[src/rtl/rbzero_pkg.sv]
// ---------------------------------------------------------------------------
// rbzero_pkg
// Shared definitions for the rbzero view-state front end.
//   - view_state_t : states of the SPI frame receiver
//   - CMD_VIEW     : command byte that selects a view frame
//   - CMD_BITS / PAYLOAD_BITS : frame field lengths in bits
//   - RESET_*      : power-on player position, facing and viewplane (Q8.8)
//   - sat_inc      : saturating increment for the receiver bit counter
// ---------------------------------------------------------------------------
package rbzero_pkg;

    typedef enum logic [2:0] {
        ST_IDLE    = 3'd0,
        ST_CMD     = 3'd1,
        ST_PAYLOAD = 3'd2,
        ST_FULL    = 3'd3,
        ST_IGNORE  = 3'd4
    } view_state_t;

    localparam logic [7:0] CMD_VIEW     = 8'h00;
    localparam int         CMD_BITS     = 8;
    localparam int         PAYLOAD_BITS = 96;

    // Bit counter width; large enough for the payload, saturates at all-ones.
    localparam int         CNT_W        = 7;

    // Power-on view: standing at (1.5, 1.5), facing +x, viewplane -0.5 on y.
    localparam logic [15:0] RESET_PX = 16'h0180;
    localparam logic [15:0] RESET_PY = 16'h0180;
    localparam logic [15:0] RESET_FX = 16'h0100;
    localparam logic [15:0] RESET_FY = 16'h0000;
    localparam logic [15:0] RESET_VX = 16'h0000;
    localparam logic [15:0] RESET_VY = 16'hFF80;

    function automatic logic [CNT_W-1:0] sat_inc(input logic [CNT_W-1:0] c);
        return (c == {CNT_W{1'b1}}) ? c : c + 1'b1;
    endfunction

endpackage

[src/rtl/spi_sync_edge.sv]
// ---------------------------------------------------------------------------
// spi_sync_edge
// Brings one asynchronous SPI pin into the clk domain and reports its edges.
// A two-flop synchroniser is followed by a history flop; rise/fall are the
// combinational compare of the synchronised level against the history flop.
//
// Ports:
//   clk    in  : system clock
//   rst_n  in  : asynchronous active-low reset
//   din    in  : raw pin, asynchronous to clk
//   level  out : synchronised pin level
//   rise   out : one-clk pulse on a synchronised 0->1 transition
//   fall   out : one-clk pulse on a synchronised 1->0 transition
//
// Parameter RST_VAL is the idle level of the pin, loaded into all three flops.
// ---------------------------------------------------------------------------
module spi_sync_edge #(
    parameter logic RST_VAL = 1'b0
) (
    input  logic clk,
    input  logic rst_n,
    input  logic din,
    output logic level,
    output logic rise,
    output logic fall
);

    logic       meta_reg;
    logic       sync_reg;
    logic       hist_reg;
    logic [1:0] prime_reg;
    logic       primed;

    // Edges are suppressed until the real pin level has reached the history
    // flop. Otherwise a pin sitting at its non-idle level when reset releases
    // (e.g. ss_n held low mid-transaction) would be reported as a fresh edge.
    assign primed = (prime_reg == 2'd3);

    always_ff @(posedge clk or negedge rst_n) begin
        if (!rst_n) begin
            meta_reg  <= RST_VAL;
            sync_reg  <= RST_VAL;
            hist_reg  <= RST_VAL;
            prime_reg <= 2'd0;
        end else begin
            meta_reg <= din;
            sync_reg <= meta_reg;
            hist_reg <= sync_reg;
            if (!primed) begin
                prime_reg <= prime_reg + 2'd1;
            end
        end
    end

    assign level = sync_reg;
    assign rise  = primed &  sync_reg & ~hist_reg;
    assign fall  = primed & ~sync_reg &  hist_reg;

endmodule

[src/rtl/spi_view_loader.sv]
// ---------------------------------------------------------------------------
// spi_view_loader
// Receives view frames over SPI (mode 0, MSB first) and presents them to the
// renderer as player position, facing vector and viewplane vector (Q8.8).
// A frame is one command byte followed by six W-bit words in the order
// px, py, fx, fy, vx, vy. Frames with a foreign command are drained silently;
// frames that end short or run long are dropped with an o_frame_err pulse.
//
// Build option SPI_VIEW_DOUBLE_BUFFER_EN:
//   defined   - a valid frame is staged in a pending set (o_pending=1) and
//               copied to the outputs on the next i_vblank_start.
//   undefined - a valid frame loads straight into the outputs when staged;
//               o_pending is tied low and i_vblank_start is ignored.
//
// Ports:
//   clk             in  : system (pixel) clock
//   rst_n           in  : asynchronous active-low reset
//   i_sclk          in  : SPI clock (async, mode 0, <= clk/6)
//   i_mosi          in  : SPI data, sampled on sclk rising
//   i_ss_n          in  : SPI select, active low, one frame per assertion
//   i_vblank_start  in  : one-clk pulse at start of vertical blank
//   o_px, o_py      out : player position
//   o_fx, o_fy      out : facing vector
//   o_vx, o_vy      out : viewplane vector
//   o_pending       out : validated frame waiting for vblank
//   o_frame_err     out : one-clk pulse when a malformed frame is dropped
// ---------------------------------------------------------------------------
module spi_view_loader #(
    parameter int         W        = 16,
    parameter logic [7:0] CMD_VIEW = 8'h00
) (
    input  logic         clk,
    input  logic         rst_n,
    input  logic         i_sclk,
    input  logic         i_mosi,
    input  logic         i_ss_n,
    input  logic         i_vblank_start,
    output logic [W-1:0] o_px,
    output logic [W-1:0] o_py,
    output logic [W-1:0] o_fx,
    output logic [W-1:0] o_fy,
    output logic [W-1:0] o_vx,
    output logic [W-1:0] o_vy,
    output logic         o_pending,
    output logic         o_frame_err
);

    import rbzero_pkg::*;

    // Six-word view sets are kept packed with px in the top slot, which
    // matches the order the payload arrives in the shift register.
    localparam logic [5:0][W-1:0] RESET_SET = {
        W'(RESET_PX), W'(RESET_PY), W'(RESET_FX),
        W'(RESET_FY), W'(RESET_VX), W'(RESET_VY)
    };

    // Pin order in the synchroniser bank: bit0 sclk, bit1 mosi, bit2 ss_n.
    localparam logic [2:0] SYNC_RST = 3'b100;

    // -----------------------------------------------------------------------
    // Pin synchronisers
    // -----------------------------------------------------------------------
    logic [2:0] pin_vec;
    logic [2:0] pin_level;
    logic [2:0] pin_rise;
    logic [2:0] pin_fall;

    assign pin_vec = {i_ss_n, i_mosi, i_sclk};

    genvar gi;
    generate
        for (gi = 0; gi < 3; gi++) begin : g_sync
            spi_sync_edge #(
                .RST_VAL (SYNC_RST[gi])
            ) u_sync (
                .clk   (clk),
                .rst_n (rst_n),
                .din   (pin_vec[gi]),
                .level (pin_level[gi]),
                .rise  (pin_rise[gi]),
                .fall  (pin_fall[gi])
            );
        end
    endgenerate

    logic sclk_rise;
    logic mosi_bit;
    logic ss_fall;
    logic ss_rise;

    // sclk activity only counts while the slave is selected.
    assign sclk_rise = pin_rise[0] & ~pin_level[2];
    assign mosi_bit  = pin_level[1];
    assign ss_fall   = pin_fall[2];
    assign ss_rise   = pin_rise[2];

    // -----------------------------------------------------------------------
    // Receiver state
    // -----------------------------------------------------------------------
    view_state_t             state_reg;
    logic [CNT_W-1:0]        cnt_reg;
    logic [PAYLOAD_BITS-1:0] shift_reg;
    logic [5:0][W-1:0]       out_reg;
    logic                    frame_err_reg;

    logic [PAYLOAD_BITS-1:0] shift_next;
    logic [7:0]              cmd_next;
    logic [5:0][W-1:0]       rx_view;

    assign shift_next = {shift_reg[PAYLOAD_BITS-2:0], mosi_bit};
    // The command byte as it will look once the current bit is shifted in.
    assign cmd_next   = shift_next[7:0];
    assign rx_view    = shift_reg[PAYLOAD_BITS-1 -: 6*W];

`ifdef SPI_VIEW_DOUBLE_BUFFER_EN
    logic [5:0][W-1:0] pend_reg;
    logic              pending_reg;
`else
    logic unused_vblank;
    assign unused_vblank = i_vblank_start;
`endif

    logic unused_pins;
    assign unused_pins = ^{pin_level[0], pin_rise[1], pin_fall[1], pin_fall[0]};

    always_ff @(posedge clk or negedge rst_n) begin
        if (!rst_n) begin
            state_reg     <= ST_IDLE;
            cnt_reg       <= '0;
            shift_reg     <= '0;
            out_reg       <= RESET_SET;
            frame_err_reg <= 1'b0;
`ifdef SPI_VIEW_DOUBLE_BUFFER_EN
            pend_reg      <= RESET_SET;
            pending_reg   <= 1'b0;
`endif
        end else begin
            frame_err_reg <= 1'b0;

`ifdef SPI_VIEW_DOUBLE_BUFFER_EN
            // Commit the already-pending set. If a new frame is staged in
            // this same cycle, the staging below re-arms pending_reg and the
            // new frame waits for the following vblank.
            if (i_vblank_start && pending_reg) begin
                out_reg     <= pend_reg;
                pending_reg <= 1'b0;
            end
`endif

            if (ss_fall) begin
                // A fresh select always restarts framing, whatever state
                // the previous transaction was left in.
                state_reg <= ST_CMD;
                cnt_reg   <= '0;
            end else begin
                case (state_reg)
                    ST_IDLE: begin
                    end

                    ST_CMD: begin
                        if (ss_rise) begin
                            state_reg <= ST_IDLE;
                        end else if (sclk_rise) begin
                            shift_reg <= shift_next;
                            if (cnt_reg == CNT_W'(CMD_BITS - 1)) begin
                                cnt_reg   <= '0;
                                state_reg <= (cmd_next == CMD_VIEW) ? ST_PAYLOAD : ST_IGNORE;
                            end else begin
                                cnt_reg <= sat_inc(cnt_reg);
                            end
                        end
                    end

                    ST_PAYLOAD: begin
                        if (ss_rise) begin
                            frame_err_reg <= 1'b1;
                            state_reg     <= ST_IDLE;
                        end else if (sclk_rise) begin
                            shift_reg <= shift_next;
                            cnt_reg   <= sat_inc(cnt_reg);
                            if (cnt_reg == CNT_W'(PAYLOAD_BITS - 1)) begin
                                state_reg <= ST_FULL;
                            end
                        end
                    end

                    ST_FULL: begin
                        if (ss_rise) begin
`ifdef SPI_VIEW_DOUBLE_BUFFER_EN
                            pend_reg    <= rx_view;
                            pending_reg <= 1'b1;
`else
                            out_reg     <= rx_view;
`endif
                            state_reg <= ST_IDLE;
                        end else if (sclk_rise) begin
                            // Extra bit past the payload: frame is too long.
                            frame_err_reg <= 1'b1;
                            cnt_reg       <= sat_inc(cnt_reg);
                            state_reg     <= ST_IGNORE;
                        end
                    end

                    ST_IGNORE: begin
                        if (ss_rise) begin
                            state_reg <= ST_IDLE;
                        end else if (sclk_rise) begin
                            cnt_reg <= sat_inc(cnt_reg);
                        end
                    end

                    default: begin
                        state_reg <= ST_IDLE;
                    end
                endcase
            end
        end
    end

    // -----------------------------------------------------------------------
    // Outputs
    // -----------------------------------------------------------------------
    assign o_px        = out_reg[5];
    assign o_py        = out_reg[4];
    assign o_fx        = out_reg[3];
    assign o_fy        = out_reg[2];
    assign o_vx        = out_reg[1];
    assign o_vy        = out_reg[0];
    assign o_frame_err = frame_err_reg;

`ifdef SPI_VIEW_DOUBLE_BUFFER_EN
    assign o_pending = pending_reg;
`else
    assign o_pending = 1'b0;
`endif

endmodule

[config.mk]
export PLATFORM = sky130hd
export DESIGN_NAME = spi_view_loader
export DESIGN_NICKNAME = d
export VERILOG_FILES = /design/src/rtl/rbzero_pkg.sv /design/src/rtl/spi_sync_edge.sv /design/src/rtl/spi_view_loader.sv
export SDC_FILE = /design/constraint.sdc
export NUM_CORES = 1
export LEC_CHECK = 0
export ABC_AREA = 1
export BUFFER_PORTS_ARGS = -buffer_cell sky130_fd_sc_hd__buf_2
export CAP_MARGIN = 10
export CORE_AREA = 4 4 161 195
export DETAILED_ROUTE_END_ITERATION = 10
export DIE_AREA = 0 0 165 199
export SYNTH_ARGS = -nofsm -noshare
export SYNTH_HDL_FRONTEND = slang
export SYNTH_SLANG_ARGS = --single-unit
[constraint.sdc]
create_clock -name clk -period 2.21 [get_ports clk]
set_clock_uncertainty 0.1 [all_clocks]
set_input_delay 0.442 -clock clk [delete_from_list [all_inputs] [get_ports clk]]
set_output_delay 0.442 -clock clk [all_outputs]
set_load 0.02 [all_outputs]
# After elaboration in Yosys (flattened, before gate mapping)
# Cells that the tools add are included.
dict set report word_totals {
  reg_bits 215
  out_inout_bits 98
  word_cells 89
}
dict set report classes {
  n_addsub 3
  n_reduce_logical 9
  eq_ne 20
  bitwise_logic 12
  mux 25
}
# operator count
set op_table {}
lappend op_table {{7-bit 2-to-1 mux} 7}
lappend op_table {{3-bit 2-to-1 mux} 11}
lappend op_table {{4-bit by 2-bit != test with 1-bit output, second input constant} 5}
lappend op_table {{3-bit one-hot mux with 5 select lines} 1}
lappend op_table {{7-bit equality test, second input constant} 2}
lappend op_table {{7-bit one-hot mux with 2 select lines} 1}
lappend op_table {{8-bit zero test} 1}
lappend op_table {{7-bit by 1-bit adder with 7-bit output, second input constant} 1}
lappend op_table {{1-bit bitwise AND} 7}
lappend op_table {{7-bit by 3-bit equality test with 1-bit output, second input constant} 1}
lappend op_table {{7-bit AND reduction} 1}
lappend op_table {{3-bit by 2-bit equality test with 1-bit output, second input constant} 2}
lappend op_table {{3-bit by 1-bit != test with 1-bit output, second input constant} 2}
lappend op_table {{3-bit != test, second input constant} 2}
lappend op_table {{1-bit inverter} 5}
lappend op_table {{5-bit AND reduction} 1}
lappend op_table {{2-bit by 1-bit adder with 2-bit output, second input constant} 2}
lappend op_table {{2-bit equality test, second input constant} 2}
lappend op_table {{1-bit 2-to-1 mux} 4}
lappend op_table {{4-bit AND reduction} 1}
lappend op_table {{3-bit by 1-bit equality test with 1-bit output, second input constant} 1}
lappend op_table {{3-bit equality test, second input constant} 1}
lappend op_table {{3-bit zero test} 1}
lappend op_table {{3-bit by 2-bit != test with 1-bit output, second input constant} 1}
lappend op_table {{6 further kinds} 6}

# Logic depth before layout (Yosys ltp)
dict set report depth {
  ltp_word 8
  ltp_mapped 10
  depth_no_buf 10
}

# Modules after synthesis
# From an unflattened synthesis, not the netlist that was laid out.
dict set report hier_totals {
  cells_unflattened 905
  area_unflattened_um2 8481.9
}
# mod cells_each instances seq_area_each_um2 area_each_um2
set modules_own_cells {}
lappend modules_own_cells {spi_view_loader 851 1 5097.4 7930.1}
lappend modules_own_cells {{spi_sync_edge (g_sync[0].u_sync ...)} 18 2 125.1 182.7}
lappend modules_own_cells {{spi_sync_edge (g_sync[2].u_sync)} 18 1 128.9 186.4}

# Worst setup path before layout
# No wires, ideal clock.
dict set report synth_path {
  kind {register -> register}
  startpoint {register g_sync[2].u_sync.prime_reg[0]}
  endpoint {register shift_reg[23] (netlist: rx_view[23])}
  stages_incl_launch_ff 11
  n_path_buf 3
  setup_slack_ps 500
  arrival_time_ps 1493
  required_ps 1993
  cell_sequence {dfrtp_1 -> ha_1 -> buf_4 -> nand3b_1 -> nand2_1 -> inv_2 -> o211ai_2 -> buf_6 -> buf_6 -> nand2_1 -> o21ai_2}
}
dict set report synth_via {
  elab_chain_len 5
  elab_cells_between_ends 8
  classes_between {eq/ne (1); bitwise (6); reduce/logical (1)}
}
# element line
set synth_rtl {}
lappend synth_rtl {{start: declaration} spi_sync_edge.sv:31} ;# logic [1:0] prime_reg;
lappend synth_rtl {{start signal: assignment} spi_sync_edge.sv:50} ;# prime_reg <= prime_reg + 2'd1;
lappend synth_rtl {{2-bit equality test *} spi_sync_edge.sv:37} ;# assign primed = (prime_reg == 2'd3);
lappend synth_rtl {{1-bit bitwise AND, on equally long branches (2 in a row)} {spi_sync_edge.sv:56, spi_sync_edge.sv:57}}
lappend synth_rtl {{1-bit inverter (no source line)} n/a}
lappend synth_rtl {{4-bit AND reduction (no source line) *} n/a}
lappend synth_rtl {{end signal: assignment} spi_view_loader.sv:164} ;# shift_reg <= shift_next;
lappend synth_rtl {{end signal: assignment} spi_view_loader.sv:179} ;# shift_reg <= shift_next;
lappend synth_rtl {{end: declaration} spi_view_loader.sv:102} ;# logic [PAYLOAD_BITS-1:0] shift_reg;
# Mark *: on every way between the ends. The rest lies on a longest branch, timed or not.
# A chain may end at the register's enable or synchronous reset.

# Worst setup path after layout
dict set report layout_path {
  startpoint {register g_sync[2].u_sync.prime_reg[0]}
  endpoint {register shift_reg[39] (netlist: rx_view[39])}
}
# The elaborated chain is that of the path after synthesis.

==> out/results.tsv <==
stage	metric	value	unit
setup_path	Crit. End Element	flop	
layout	FF+latch area	5400	um2
layout	nets@finish	995	
setup_path	Worst Path Max Fanout	37	
layout	max reg flops	96	
run_status	status	complete, no violations	
global_route	largest net degree at the start of global routing	95	
layout	Synth-to-Final Area Change	21.3	%
setup_path	Crit path max-delay family	buffers and inverters	
route	total iterations of the first detailed-routing run	4	
sta	PnR worst setup slack	254	ps
sta	final hold viol count	0	
clock_network	Worst-Skew Late Latency	520	ps
synth	Cell variety after synth	31	
clock_network	# resized after CTS	0	
die	core box area	29400	um2
clock_network	setup repair bufs after CTS	0	
worst_hold_path	path type of the worst min-delay path	flop to flop	
layout	most frequent cells in the layout	246 x nand2_1, 198 x dfrtp_1, 106 x inv_1, 100 x buf_2, 86 x o21ai_2	
layout	share of cells above drive strength 1	28.2	%
placement	Buffers on Ports	101	
route	total wire length	16.8	mm
sta	Tmin final	1960	ps
clock_network	Worst-path clk slew	60	ps
sta	max_slew headroom	64.0	%
sta	setup_tns	0	ps
layout	area of the multi-input gates	2620	um2
synth	post-synthesis sequential area ratio	61.8	%
setup_path	CP Cell Sequence	ha_1 -> nand3b_4 -> nand2_1 -> inv_2 -> o211ai_4 -> buf_12 -> buf_12 -> nand2_1 -> o21ai_1	
synth	Mean Syn Cell Area	10.0	um2
setup_path	CP max-delay cell	dfrtp_1	
route	drt wl/cell	12.0	um
route	drt via density	4.19	
setup_path	crit path DAT	2300	ps
layout	ant diodes	0	
synth	FF+latch count, synth	215	
clock_network	CTS sink cnt	215	
synth	synthesized cell area	8750	um2
die	die width	165	um
placement	Post-DP HPWL	11.2	mm
clock_network	Longest Clk Path Bufs	3	
clock_network	CTS tree	done	
global_route	GR Overflow Total	0	
pwr	Pwr Density	836	nW/um2
synth	Synthesis Warnings	0	
die	Die ar.	32800	um2
setup_path	Critical Path RT	2550	ps
die	Placement Rows	69	
layout	most common cell after layout, fill and taps aside	nand2_1	
layout	fin cells	1394	
sta	Least-Margin Pin Slew	540	ps
sta	Final setup viols	0	
synth	Syn Inst Count	872	
clock_network	clk root buf	clkbuf_16	
pwr	final total power	8870	uW
clock_network	H-tree depth	1	
setup_path	CP Launch Type	flop	
clock_network	total CTS buffers	24	
route	first-iteration detailed-routing DRC count	306	
setup_path	Crit Path Category	flop to flop	
global_route	Tot GR Track Use	10.4	%
die	io pins	104	
placement	Post-Place Setup Slack	244	ps
sta	RSZ-0062 raised after global routing	no	
route	vias	5845	
sta	f_max	511	MHz
placement	dpl cells	1346	
die	Chip Height	199	um
route	drt drc	0	
sta	hold_ws	255	ps
global_route	first-pass GRT wire length	28.7	mm
sta	fin. max-slew vios	0	
setup_path	Buf/Inv on CP	3	
synth	Net Count, Synth	881	
route	antenna viol nets, final	0	
setup_path	Max stage delay on crit path	370	ps
run	max-cap viol count	0	
clock_network	Hold Buf Count CTS	4	
layout	# fillers	3002	
pwr	worst vdd ir	680	uV
sta	Period Utilization, post-route	88.5	%
global_route	initial antenna violation count	0	
pwr	Pleak	0.00494	uW
global_route	vias in the first global route	5788	
placement	gp weighted congestion	0.730	
die	Initial Utilization	29.7	%
[routing by layer]
metal	part of all wire, %	GRT usage (%)	routed length (um)	vias to the layer above
met2	46	17.1	7740	99
met4	2.2	3.30	361	0
li1	-	-	-	2984
met3	5.1	1.97	848	23
met5	0	0	0	-
met1	47	14.1	7800	2739
[cells in the mapped netlist]
cell type	number	area share, %
nand2_2	1	0.072
nor2_1	20	0.86
mux2_1	1	0.13
buf_2	7	0.40
dfstp_2	17	5.1
nand3b_4	1	0.23
buf_6	20	2.6
ha_1	3	0.43
conb_1	1	0.043
a21oi_1	6	0.34
nand2_1	247	11
inv_2	3	0.13
dfrtp_1	198	57
inv_1	106	4.5
buf_4	2	0.17
or2_2	1	0.072
o21ai_0	66	3.8
nand3b_1	2	0.17
nand3_1	14	0.80
mux2_2	2	0.26
o21ai_2	86	8.6
nor3_2	1	0.11
o2111ai_1	1	0.10
clkbuf_1	14	0.60
xor2_1	1	0.10
o211ai_2	1	0.14
nand4_1	2	0.14
xnor2_1	2	0.20
nor3_1	2	0.11
o21ai_1	43	2.5
buf_1	1	0.043
[worst register-to-register path: cells and delay by family (launching register included)]
| kind | cells | cell delay (ps) |
|---|---|---|
| compound gates | 2 | 180 |
| fa+ha+maj | 1 | 320 |
| buf+inv | 3 | 560 |
| flops | 1 | 370 |
| simple gates | 3 | 370 |
[kinds of logic (layout without fill, tap and decap cells)]
family / Yosys count / count (layout) / synth area share, %
AND/OR/NAND/NOR: 291 / 291 / 13.2
flip-flops: 215 / 215 / 61.8
AO/OA/AOI/OAI: 203 / 203 / 15.4
buffers and inverters: 153 / 285 / 8.47
adder cells (fa/ha/maj): 3 / 3 / 0.429
XOR/XNOR: 3 / 3 / 0.300
multiplexers: 3 / 3 / 0.386
other: 1 / 1 / 0.0429
[through the flow]
step | instance area [um2] | utilization, %
floorplan | 8750 | -
global placement | 9750 | 33.1
detailed placement | 9750 | 33.1
CTS | 10600 | 36.0
global route | 10600 | 36.0
finish | 10600 | 36.0
[area by class of cell]
| cell class | count | area share, % |
|---|---|---|
| Clock buffer | 30 | 6.16 |
| Inverter | 109 | 3.86 |
| Clock inverter | 14 | 1.57 |
| Multi-Input combinational cell | 504 | 24.7 |
| Timing Repair Buffer | 132 | 8.21 |
| Sequential cell | 215 | 50.9 |
| Tap cell | 390 | 4.60 |
[path summary, 6_finish.rpt]
check	to	start	cells past startpoint	slack [ps]
max	rx_view[39]	g_sync[2].u_sync.prime_reg[0]	9	250
min	g_sync[0].u_sync.level	g_sync[0].u_sync.meta_reg	0	250
max reg2reg	rx_view[39]	g_sync[2].u_sync.prime_reg[0]	9	250
min reg2reg	g_sync[0].u_sync.level	g_sync[0].u_sync.meta_reg	0	250
max in group asynchronous	o_fx[8]	rst_n	3	930
min in group asynchronous	rx_view[94]	rst_n	2	390
[power breakdown]
group | switching (uW) | total [uW] | internal, uW
logic | 454 | 670 | 215
clock network | 1630 | 4090 | 2460
registers | 89.5 | 4110 | 4020
total | 2170 | 8870 | 6690
No activity file was read; power rests on OpenSTA's default activity.
